`config.mk`:
```
export PLATFORM = sky130hd
export DESIGN_NAME = run_monitor
export DESIGN_NICKNAME = d
export VERILOG_FILES = /design/src/rtl/run_monitor.sv
export SDC_FILE = /design/constraint.sdc
export NUM_CORES = 1
export LEC_CHECK = 0
export BUFFER_PORTS_ARGS = -buffer_cell sky130_fd_sc_hd__buf_4
export CAP_MARGIN = 20
export CORE_UTILIZATION = 57
export DETAILED_ROUTE_END_ITERATION = 7
export PLACE_DENSITY = 0.89
export SYNTH_ARGS = -nofsm -noshare
export SYNTH_HDL_FRONTEND = slang
export SYNTH_SLANG_ARGS = --single-unit
export TNS_END_PERCENT = 100
```
`constraint.sdc`:
```
create_clock -name clk -period 4.2 [get_ports clk]
set_input_delay 0.21 -clock clk [delete_from_list [all_inputs] [get_ports clk]]
set_output_delay 0.21 -clock clk [all_outputs]
set_load 0.1 [all_outputs]
```
`src/rtl/run_monitor.sv`:
```
// run_monitor: stretches reset to the core, counts run cycles and latches a
// pass / error / watchdog verdict that holds until the next rst.
module run_monitor #(
    parameter int unsigned RST_CYCLES = 2,       // edges core_rst stays high after rst, >= 1
    parameter int unsigned MAX_CYCLES = 100004,  // watchdog limit, < 2**CNT_W
    parameter int unsigned NUM_ERR    = 1,       // error channels, >= 1
    parameter int unsigned CNT_W      = 32       // cycle counter width
) (
    input  logic               clk,
    input  logic               rst,
    input  logic [NUM_ERR-1:0] err,
    input  logic               halt,
    output logic               core_rst,
    output logic               running,
    output logic               done,
    output logic               pass,
    output logic               fail_err,
    output logic               fail_timeout,
    output logic [CNT_W-1:0]   cycle_count,
    output logic [NUM_ERR-1:0] err_src,
    output logic [CNT_W-1:0]   err_cycle
);

    localparam int unsigned RW = $clog2(RST_CYCLES + 1);
    localparam logic [RW-1:0]    RST_LAST = RW'(RST_CYCLES - 1);
    localparam logic [CNT_W-1:0] CNT_MAX  = CNT_W'(MAX_CYCLES);

    typedef enum logic [2:0] {
        StResetHold,
        StRun,
        StPass,
        StFailErr,
        StFailTimeout
    } state_e;

    state_e        state_q;
    logic [RW-1:0] rst_cnt_q;

    // State register, reset stretch counter, run counter and registered verdict outputs.
    always_ff @(posedge clk or posedge rst) begin
        if (rst) begin
            state_q      <= StResetHold;
            rst_cnt_q    <= '0;
            core_rst     <= 1'b1;
            running      <= 1'b0;
            done         <= 1'b0;
            pass         <= 1'b0;
            fail_err     <= 1'b0;
            fail_timeout <= 1'b0;
            cycle_count  <= '0;
            err_src      <= '0;
            err_cycle    <= '0;
        end else begin
            case (state_q)
                StResetHold: begin
                    // err and halt are deliberately ignored while the core is held.
                    rst_cnt_q <= rst_cnt_q + 1'b1;
                    if (rst_cnt_q == RST_LAST) begin
                        state_q  <= StRun;
                        core_rst <= 1'b0;
                        running  <= 1'b1;
                    end
                end
                StRun: begin
                    // Error outranks halt, halt outranks the watchdog.
                    if (|err) begin
                        state_q   <= StFailErr;
                        err_src   <= err;
                        err_cycle <= cycle_count;
                        fail_err  <= 1'b1;
                        done      <= 1'b1;
                        running   <= 1'b0;
                        core_rst  <= 1'b1;
                    end else if (halt) begin
                        state_q  <= StPass;
                        pass     <= 1'b1;
                        done     <= 1'b1;
                        running  <= 1'b0;
                        core_rst <= 1'b1;
                    end else if (cycle_count == CNT_MAX) begin
                        state_q      <= StFailTimeout;
                        fail_timeout <= 1'b1;
                        done         <= 1'b1;
                        running      <= 1'b0;
                        core_rst     <= 1'b1;
                    end else begin
                        cycle_count <= cycle_count + 1'b1;
                    end
                end
                default: begin
                    // Terminal states: everything frozen until rst.
                    state_q <= state_q;
                end
            endcase
        end
    end

endmodule
```
==> summary.md <==
| Metric | Value |
|---|---|
| Outcome | `completed` |
| DR pass1 iterations | `4` |
| Post-CTS Resized | `0` |
| CP max-delay cell | `nor4_4` |
| Worst path depth | `4` |
| Total Wirelength | `between 6000 and 7000 um` |
| Via count | `around 2200` |
| DRT antenna net count | `0` |
| CP arrival | `around 2.4 ns` |
| Final setup fails | `0` |
| Max Fclk | `approximately 0.47 GHz` |
| Port Buf Inserts | `74` |
| TNS Setup | `0 ns` |
| VDD IR-drop max | `about 450 uV` |
| P per Cell Area | `between 400 and 500 nW/um^2` |
| Core Area | `approximately 5500 um^2` |
| Site row count | `27` |
| # H-tree levels | `3` |
| Worst-skew pair later-pin latency | `between 0.3 and 0.4 ns` |
| Final Cycle Share | `50.9%` |
| Worst setup SP type | `flop` |
| Post-synthesis cell count | `250` |
| CP cell instances | `or3b_1, nor4_4, nand3_1, xnor2_1` |
| Post-CTS setup buffer count | `0` |
| Die width | `77.3 um` |
| Layout Nets | `~340` |
| Critical path peak fanout | `13` |
| Hold Crit Class | `in2reg` |
| Reg2Reg Depth | `4` |
| Critical Path Max Stage Delay | `0.66 ns` |
| Pwr Total | `a little under 0.002 W` |
| First-pass GRT wire length | `~11000 um` |
| Cell family with most CP delay | `simple AND/OR/NAND/NOR gates` |
| Commonest non-fill, non-tap cell in the layout | `buf_4` |
| Worst-path clk slew | `~0.08 ns` |
| Final number of hold-violating endpoints | `0` |
| Syn avg cell area | `roughly 13 um^2` |
| Grt total ovfl | `0` |
| Max Slew Vio Count | `0` |
| Die footprint | `5980 um^2` |
| Slew headroom | `a little under half` |
| DP Area | `3830 um^2` |
| Initial core utilization | `59.1%` |
| Synth cell types | `35` |
| CTS root buffer | `clkbuf_8` |
| Largest net degree at the start of global routing | `50` |
| Actual slew at the worst max-slew pin | `between 0.8 and 0.9 ns` |
| WP buf/inv | `0` |
| Internal reg-to-reg setup slack | `between 2 and 2.5 ns` |
| Critical path capture point type | `flop` |
| Sink Count | `75` |
| Synthesized Nets | `257` |
| HPWL Detailed | `4590 um` |
| Hold slack | `0.105 ns` |
| Initial antenna violation count | `0` |
| CP Class | `reg2reg` |
| Skew final | `0.00689 ns` |
| CTS tree | `built` |
| Most frequent cells in the layout | `76 x buf_4, 74 x dfrtp_1, 32 x mux2_2` |
| Synth-to-Final Area Change | `26.2%` |
| Post-Syn Area | `3240 um^2` |
| Layout cells sized above 1 | `approximately 40%` |
| Final instance area | `slightly above 4000 um^2` |
| Post-route minimum period | `roughly 2.1 ns` |
| Die Height | `77.3 um` |
| Synth warn | `0` |
| RSZ-0062 raised after global routing | `false` |
| Vias per Instance | `~5.5` |
| # IOs | `75` |
| # diodes | `0` |
| Hold_buf cts | `0` |
| Worst EP required | `4.45 ns` |
| DRC errors left | `0` |
| CTS max path bufs | `2` |
| Seq cells post-synth | `between 70 and 80` |
| Register area share after synthesis | `about three fifths` |
| Filler cells | `388` |
| Worst hold stages | `2` |
| Max Cap Viol | `0` |
| P_leak | `2.03 nW` |
| WL/cell | `about 16 um` |
| GP Congestion | `approximately 0.81` |
| CTS buffer count | `9` |
| Vias in the first global route | `~2300` |
| DRT iter0 DRCs | `about 110` |
| All-Layer GR Usage | `roughly a quarter` |
## area by class of cell
type	count	area [um^2]	share of cell area [%]
clock buffers	12	155	3.80
clock inverters	4	72.6	1.78
inverters	6	22.5	0.551
multi-input cells	158	1260	31.0
flip-flops and latches	75	1880	46.0
well taps	72	90.1	2.21
repair buffers	78	601	14.7
## per-stage QoR
step	setup WS [ns]	util, %	instances
floorplan	1.83	-	250
global placement	2.17	69.9	387
detailed placement	2.12	69.9	387
CTS	2.07	74.1	403
global route	1.91	74.6	405
finish	2.06	74.6	405
## state kept, by name, summed over array words and instances, names as in the netlist
register,cells
rst_cnt_q,2
core_rst,1
state_q,3
running,1
err_src,1
err_cycle,32
pass,1
cycle_count,32
fail_timeout,1
done,1
## kinds of logic (layout without fill, tap and decap cells)
logic type | after synthesis | count (layout) | synth area share [%]
flops | 75 | 75 | 58.0
simple gates | 75 | 75 | 14.4
mux | 33 | 33 | 11.6
xor+xnor | 32 | 32 | 8.66
buf+inv | 17 | 100 | 2.86
compound gates | 15 | 15 | 3.25
fa+ha+maj | 3 | 3 | 1.16
## path summary, 6_finish.rpt
check                             start               to
setup / recovery             state_q[1]  cycle_count[28]
hold / removal                     halt             pass
setup reg to reg             state_q[1]  cycle_count[28]
hold reg to reg            fail_timeout     fail_timeout
max in group asynchronous           rst  cycle_count[13]
min in group asynchronous           rst  cycle_count[10]
## where the power goes
| group | total (W) | internal (W) | switching, W | leakage (nW) |
|---|---|---|---|---|
| clock network | 0.000617 | 0.000366 | 0.000251 | 0.113 |
| logic | 0.000514 | 0.000116 | 0.000398 | 0.902 |
| registers | 0.000821 | 0.000775 | 0.0000454 | 1.02 |
| total | 0.00195 | 0.00126 | 0.000694 | 2.03 |
## Yosys cell counts, drive strengths merged
cell type,number,area (um^2)
a21o,3,22.5
a21oi,3,15.0
a2bb2oi,1,8.76
and3,7,43.8
and4,4,35.0
and4bb,1,12.5
buf,9,62.6
clkbuf,2,7.51
dfrtp,74,1850
dfstp,1,26.3
ha,3,37.5
inv,6,22.5
mux2,33,375
nand2,10,37.5
nand3,14,70.1
nand4,15,93.8
nor2,8,30.0
nor3,3,15.0
nor4,7,80.1
nor4b,2,17.5
nor4bb,1,10.0
o211ai,2,15.0
o21a,1,7.51
o21ai,2,13.8
o21bai,3,22.5
or2,2,12.5
or3b,1,8.76
xnor2,30,263
xor2,2,17.5
## per-layer routing
metal	routed length [um]	share of wire, %	vias up	track usage, %
li1	-	-	1043	-
met1	2880	44	1121	31.8
met2	3250	50	67	38.2
met3	307	4.7	8	4.71
met4	85	1.3	0	10.6
met5	0	0	-	0
Note: power is estimated with default switching activity, not from simulation.
